$ cat src/rtl/imem_pkg.sv
`default_nettype none
// ============================================================================
//  Module      : imem_pkg
//  Description : Shared types and constants for the instruction-memory fetch
//                unit: FSM state encoding, fetch fault codes, NOP word.
//  Revision    : 1.0 - initial release
// ============================================================================
package imem_pkg;

  typedef enum logic [0:0] {
    CLEAR = 1'b0,
    READY = 1'b1
  } state_t;

  typedef enum logic [1:0] {
    FLT_OK       = 2'b00,
    FLT_MISALIGN = 2'b01,
    FLT_OOR      = 2'b10,
    FLT_PARITY   = 2'b11
  } fault_t;

  localparam logic [31:0] NOP_WORD = 32'h0000_0000;

endpackage
`default_nettype wire

$ cat src/rtl/imem_bank.sv
`default_nettype none
// ============================================================================
//  Module      : imem_bank
//  Description : DEPTH x STORE_W storage array with one synchronous write
//                port and one registered read port. A read and a write to the
//                same index in the same cycle return the old word.
//  Ports       : clk, reset          clock / synchronous active-high reset
//                we, widx, wdata     write port
//                re, ridx            read request / index (caller keeps in range)
//                rdata               registered read data, reset to 0
//  Revision    : 1.0 - initial release
// ============================================================================
module imem_bank #(
  parameter int DEPTH   = 64,
  parameter int IDX_W   = 6,
  parameter int STORE_W = 32
) (
  input  logic               clk,
  input  logic               reset,
  input  logic               we,
  input  logic [IDX_W-1:0]   widx,
  input  logic [STORE_W-1:0] wdata,
  input  logic               re,
  input  logic [IDX_W-1:0]   ridx,
  output logic [STORE_W-1:0] rdata
);

  logic [STORE_W-1:0] r_mem [DEPTH];
  logic [STORE_W-1:0] r_rdata;

  always_ff @(posedge clk) begin
    if (we) begin
      r_mem[widx] <= wdata;
    end
  end

  // Non-blocking read samples the pre-write contents: read-before-write.
  always_ff @(posedge clk) begin
    if (reset) begin
      r_rdata <= '0;
    end else if (re) begin
      r_rdata <= r_mem[ridx];
    end
  end

  assign rdata = r_rdata;

endmodule
`default_nettype wire

$ cat src/rtl/imem_fetch_unit.sv
`default_nettype none
// ============================================================================
//  Module      : imem_fetch_unit
//  Description : Run-time loadable instruction memory with a handshaked,
//                1-cycle-latency fetch port and fault reporting. After reset
//                the array is cleared one word per cycle (CLEAR) before the
//                load and fetch ports open (READY).
//  Ports       : clk, reset                      clock / sync active-high reset
//                init_done                       array clear complete
//                ld_valid, ld_ready, ld_idx, ld_data   load port
//                if_req, if_ready, if_addr       fetch request
//                if_valid, if_instr, if_fault    fetch response
//  Config      : IMEM_PARITY_EN - store an even-parity bit per word and
//                report fault 11 on mismatch.
//  Revision    : 1.0 - initial release
// ============================================================================
module imem_fetch_unit
  import imem_pkg::*;
#(
  parameter int DATA_W    = 32,
  parameter int DEPTH     = 64,
  parameter int ADDR_W    = 32,
  parameter int BYTE_ADDR = 1
) (
  input  logic                     clk,
  input  logic                     reset,
  output logic                     init_done,
  input  logic                     ld_valid,
  output logic                     ld_ready,
  input  logic [$clog2(DEPTH)-1:0] ld_idx,
  input  logic [DATA_W-1:0]        ld_data,
  input  logic                     if_req,
  output logic                     if_ready,
  input  logic [ADDR_W-1:0]        if_addr,
  output logic                     if_valid,
  output logic [DATA_W-1:0]        if_instr,
  output logic [1:0]               if_fault
);

  localparam int c_idx_w = $clog2(DEPTH);
  // Compare width wide enough for both the full address and DEPTH so the
  // range check never truncates or wraps.
  localparam int c_cmp_w = (ADDR_W > 32) ? ADDR_W : 32;
`ifdef IMEM_PARITY_EN
  localparam int c_par_w = 1;
`else
  localparam int c_par_w = 0;
`endif
  localparam int c_store_w = DATA_W + c_par_w;
  localparam logic [c_idx_w-1:0] c_last = c_idx_w'(DEPTH - 1);

  // --------------------------------------------------------------------------
  // CLEAR / READY FSM
  // --------------------------------------------------------------------------
  state_t             r_state, w_state_next;
  logic [c_idx_w-1:0] r_cnt, w_cnt_next;
  logic               w_ready;

  always_ff @(posedge clk) begin
    if (reset) begin
      r_state <= CLEAR;
      r_cnt   <= '0;
    end else begin
      r_state <= w_state_next;
      r_cnt   <= w_cnt_next;
    end
  end

  always_comb begin
    w_state_next = r_state;
    w_cnt_next   = r_cnt;
    w_ready      = 1'b0;
    case (r_state)
      CLEAR: begin
        w_cnt_next = r_cnt + 1'b1;
        if (r_cnt == c_last) begin
          w_state_next = READY;
          w_cnt_next   = '0;
        end
      end
      READY: begin
        w_ready = 1'b1;
      end
      default: begin
        w_state_next = CLEAR;
      end
    endcase
  end

  assign init_done = w_ready;
  assign ld_ready  = w_ready;
  assign if_ready  = w_ready;

  // --------------------------------------------------------------------------
  // Write port: the clear sweep owns the port while in CLEAR
  // --------------------------------------------------------------------------
  logic                 w_we;
  logic [c_idx_w-1:0]   w_widx;
  logic [c_store_w-1:0] w_wdata;
  logic                 w_ld_in_range;

  // Only reachable as false when DEPTH is not a power of two.
  assign w_ld_in_range = ({1'b0, ld_idx} < (c_idx_w + 1)'(DEPTH));

  always_comb begin
    w_we    = 1'b0;
    w_widx  = r_cnt;
    w_wdata = '0;
    if (!reset) begin
      if (r_state == CLEAR) begin
        w_we = 1'b1;
      end else if (ld_valid && w_ld_in_range) begin
        w_we   = 1'b1;
        w_widx = ld_idx;
`ifdef IMEM_PARITY_EN
        w_wdata = {^ld_data, ld_data};
`else
        w_wdata = ld_data;
`endif
      end
    end
  end

  // --------------------------------------------------------------------------
  // Fetch address decode and fault classification
  // --------------------------------------------------------------------------
  logic [ADDR_W-1:0] w_idx_full;
  logic              w_misalign;
  logic              w_oor;
  logic              w_accept;
  fault_t            w_fault_pre;

  assign w_idx_full = (BYTE_ADDR != 0) ? (if_addr >> 2) : if_addr;
  assign w_misalign = (BYTE_ADDR != 0) && (if_addr[1:0] != 2'b00);
  assign w_oor      = (c_cmp_w'(w_idx_full) >= c_cmp_w'(DEPTH));
  assign w_accept   = if_req && w_ready;

  always_comb begin
    w_fault_pre = FLT_OK;
    if (w_misalign) begin
      w_fault_pre = FLT_MISALIGN;
    end else if (w_oor) begin
      w_fault_pre = FLT_OOR;
    end
  end

  logic [c_store_w-1:0] w_rdata;

  imem_bank #(
    .DEPTH   (DEPTH),
    .IDX_W   (c_idx_w),
    .STORE_W (c_store_w)
  ) u_bank (
    .clk   (clk),
    .reset (reset),
    .we    (w_we),
    .widx  (w_widx),
    .wdata (w_wdata),
    .re    (w_accept && (w_fault_pre == FLT_OK)),
    .ridx  (w_idx_full[c_idx_w-1:0]),
    .rdata (w_rdata)
  );

  // --------------------------------------------------------------------------
  // Response registers. The bank read register and r_fault_pre only update on
  // an accepted fetch, so the response holds between requests.
  // --------------------------------------------------------------------------
  logic   r_valid;
  fault_t r_fault_pre;
  logic   w_par_err;
  fault_t w_fault;

  always_ff @(posedge clk) begin
    if (reset) begin
      r_valid     <= 1'b0;
      r_fault_pre <= FLT_OK;
    end else begin
      r_valid <= w_accept;
      if (w_accept) begin
        r_fault_pre <= w_fault_pre;
      end
    end
  end

  always_comb begin
    w_par_err = 1'b0;
`ifdef IMEM_PARITY_EN
    // Stored word plus parity bit has even weight when intact.
    w_par_err = ^w_rdata;
`endif
  end

  always_comb begin
    w_fault = r_fault_pre;
    if ((r_fault_pre == FLT_OK) && w_par_err) begin
      w_fault = FLT_PARITY;
    end
  end

  assign if_valid = r_valid;
  assign if_fault = w_fault;
  assign if_instr = (w_fault != FLT_OK) ? DATA_W'(NOP_WORD) : w_rdata[DATA_W-1:0];

endmodule
`default_nettype wire
$ cat config.mk
export PLATFORM = sky130hd
export DESIGN_NAME = imem_fetch_unit
export DESIGN_NICKNAME = d
export VERILOG_FILES = /design/src/rtl/imem_pkg.sv /design/src/rtl/imem_bank.sv /design/src/rtl/imem_fetch_unit.sv
export SDC_FILE = /design/constraint.sdc
export NUM_CORES = 2
export LEC_CHECK = 0
export ABC_CLOCK_PERIOD_IN_PS = 8700
export CELL_PAD_IN_SITES_DETAIL_PLACEMENT = 1
export CELL_PAD_IN_SITES_GLOBAL_PLACEMENT = 1
export CORE_MARGIN = 2
export CORE_UTILIZATION = 42
export DETAILED_ROUTE_END_ITERATION = 10
export GPL_ROUTABILITY_DRIVEN = 0
export HOLD_SLACK_MARGIN = 0.12
export PLACE_DENSITY = 0.68
export SLEW_MARGIN = 20
export SYNTH_ARGS = -nofsm -noshare
export SYNTH_HDL_FRONTEND = slang
export SYNTH_SLANG_ARGS = --single-unit
$ cat constraint.sdc
create_clock -name clk -period 8.7 [get_ports clk]
set_input_delay 0.87 -clock clk [delete_from_list [all_inputs] [get_ports clk]]
set_output_delay 0.87 -clock clk [all_outputs]
set_load 0.01 [all_outputs]
==> impl_metrics.toml <==
[synth]
syn_area_um2 = 80440
avgSynthCellArea_um2 = 21.65
async_flop_share = 0
ys.flop_type = "edfxtp_1"
ys_seq_area_frac = 0.7750
yosys_warnings = 0
syn-num-nets = 3791
synth.distinct_cells = 55
synthCells = 3716
synth_edf_count = 2048
synth-seq-cells = 2090

[global_route]
grt_pass1_wl_mm = 312.4
antenna_found_initial = 20
first_global_vias = 39970
grt-ovfl-total = 0
grt_max_degree = 125
grt_usage = 0.2261

[floorplan]
dieArea_um2 = 195000
start_util = 0.4229
fp.coreArea_um2 = 190200
rows = 160
die_y_um = 441.6
io_pins = 112
die_w_um = 441.6

[drt]
drcViolationCount = 0
viasPerCell = 6.050
drtAntennaViolNets = 0
wirelength_mm = 222.9
dr_total_vias = 40130
dr.pass1.iters = 6
wire_per_inst_um = 33.60
drt_iter0_drc = 5573

[timing]
hold_violations = 0
grt_setup_unrepaired = "no"
fmax_mhz = 240.2
period_share = 0.4785
setup_viol = 0
fin_skew_ps = 63.70
drv_slew = 0
fin_crit_ps = 4163
worst_slew_pin_slew_ps = 1177
setup_tns_ps = 0
slew_headroom = 0.2095

[power_and_ir_drop]
pwr-share-seq = 0.519
power.net_switching_uw = 4378
power.density_nw_per_um2 = 227.3
leakagePower_uw = 0.03243
p_clk_frac = 0.447
power_frac_comb = 0.034
ir_worst_vdd_uv = 178.8
p_sw_frac = 0.2079
p_int_uw = 16670

[critical_path]
cp-end-kind = "flop"
crit_type = "in2reg"
cpPeakStageDelay_ps = 1060
rr_startpoint = "r_state"
path_cells = "clkdlybuf4s50_1 -> and3b_2 -> mux2i_1 -> nand2_1 -> nor2_4"
r2r_end = "u_bank.r_mem[1][24]"
worstPathMaxFanout = 50
r2r_slack_ps = 4740
critPathBufInv = 1
crit_required_ps = 9120
startpoint_type = "primary input"
rr_worst_depth = 4
arrival_ps = 4580
crit_family = "simple AND/OR/NAND/NOR gates"
cpMaxStageDelayCell = "nor2_4"

[placement]
hpwl_mm = 128.6
placedCellCount = 6214
port-buffer-count = 111

[final_layout]
fin_util = 0.4871
synthToLayoutAreaGrowth_pct = 15.17
finalNetCount = 4001
nFillCells = 16940
layout-drive-gt1-share = 0.2635
finalNonFillerCells = 6633

[clock_tree]
cts.sinks = 2090
cts_setup_buffers = 0
htree_levels = 4
clk_latency_ps = 860
ctsHoldBuffers = 0
cts-root-buf = "clkbuf_16"
clk_pin_slew_ps = 60
post_cts_resized = 0
cts_tree = "done"
clockBufferDepth = 3
cts-buffers-inserted = 211

[min_path]
hold_depth = 2
whs_endpoint = "if_fault[1]"
hold_path_class = "reg2reg"
min_from = "if_fault[1]"

[status]
outcome = "complete, no violations"

[run]
maxCapViolations = 0
power by group through the flow:
stage / combinational, uW / sequential [uW] / clock, uW
after floorplan: 433 / 11100 / 0
after global placement: 702 / 11100 / 0
after detailed placement: 707 / 11100 / 0
after CTS: 710 / 10900 / 9530
after global routing: 737 / 10900 / 9900
final: 713 / 10900 / 9410
layout by cell type (no fill, tap or decap), drive strengths merged, types with 37 or more instances in the layout:
master,count
a21oi,37
a22o,82
a22oi,79
and2,65
buf,108
clkbuf,253
clkdlybuf4s50,106
clkinv,95
dfxtp,42
edfxtp,2048
mux2,112
mux2i,161
mux4,432
nand2,41
nand3,39
nor2,84
nor3,57
o22ai,62
per-layer routing:
metal	vias to the layer above	wire length, um	GRT usage
met5	-	75	0
met3	284	19820	0.04285
li1	16140	-	-
met2	1923	103800	0.3461
met4	12	6498	0.06491
met1	21780	92660	0.3322
worst max path at each step:
stage	from	end	slack, ps	cells after the start
finish	ld_valid	u_bank.r_mem[1][24]	4540	5
global route	ld_valid	u_bank.r_mem[1][23]	4360	5
CTS	ld_valid	u_bank.r_mem[31][0]	4650	6
detailed placement	ld_valid	u_bank.r_mem[31][1]	3760	6
global placement	ld_valid	u_bank.r_mem[23][30]	3730	6
floorplan	reset	u_bank.r_mem[16][0]	4840	6
tightest hold or removal path, stage by stage (launching register included):
cell,delay [ps]
dfxtp_1,340
nand2_1,60
a21oi_1,50
kinds of logic after synthesis:
| family | after synthesis | synth area share |
|---|---|---|
| XOR/XNOR | 2 | 0.0002178 |
| AO/OA/AOI/OAI | 356 | 0.03265 |
| multiplexers | 705 | 0.1567 |
| buffers and inverters | 223 | 0.01398 |
| AND/OR/NAND/NOR | 339 | 0.02131 |
| flip-flops | 2090 | 0.7750 |
| adder cells (fa/ha/maj) | 1 | 0.0001555 |
registers in the layout (all words and copies together) (netlist names):
name / cells
r_state: 1
if_fault: 2
u_bank.rdata: 32
u_bank.r_mem: 2048
r_cnt: 6
if_valid: 1
cell usage after synthesis, types with 3 or more instances:
cell,count,area (um^2)
edfxtp_1,2048,61500
mux4_2,432,9729
mux2i_1,161,1612
mux2_2,112,1261
nor2_1,84,315.3
buf_2,83,415.4
a22o_1,82,718.2
a22oi_1,79,593.1
clkbuf_1,72,270.3
and2_1,65,406.6
o22ai_1,62,387.9
nor3_1,57,285.3
dfxtp_1,42,840.8
nand2_1,41,153.9
nand3_1,39,195.2
a21oi_1,37,185.2
buf_4,31,232.7
o31ai_1,28,210.2
o221ai_1,27,236.5
buf_1,22,82.58
o21ai_0,13,65.06
buf_6,9,101.4
nand2b_1,9,56.30
nand3b_1,9,67.56
nor4_1,9,56.30
nor2b_1,7,43.79
or3_1,5,31.28
and3b_1,4,35.03
inv_1,4,15.01
or2_2,4,25.02
o21a_1,3,22.52
o21ai_1,3,15.01
final cells by class:
cell class / count / area [um^2] / share of cell area
well taps: 2511 / 3142 / 0.03391
inverters: 6 / 22.52 / 0.0002431
multi-input cells: 1403 / 17560 / 0.1895
clock inverters: 141 / 1719 / 0.01856
clock buffers: 253 / 5510 / 0.05948
flip-flops and latches: 2090 / 62340 / 0.6729
repair buffers: 214 / 2307 / 0.02491
diodes: 15 / 37.54 / 0.0004052
through the flow:
step | instance area [um^2] | setup WS [ps] | power, uW | hold slack, ps
floorplan | 80440 | 4843 | 11570 | 447.4
global placement | 84900 | 3730 | 11840 | 483.8
detailed placement | 85120 | 3762 | 11850 | 480.5
CTS | 92340 | 4649 | 21170 | 490.1
global route | 92630 | 4362 | 21560 | 548.3
finish | 92640 | 4537 | 21050 | 497.5
Power figures use the tool's default switching activity.
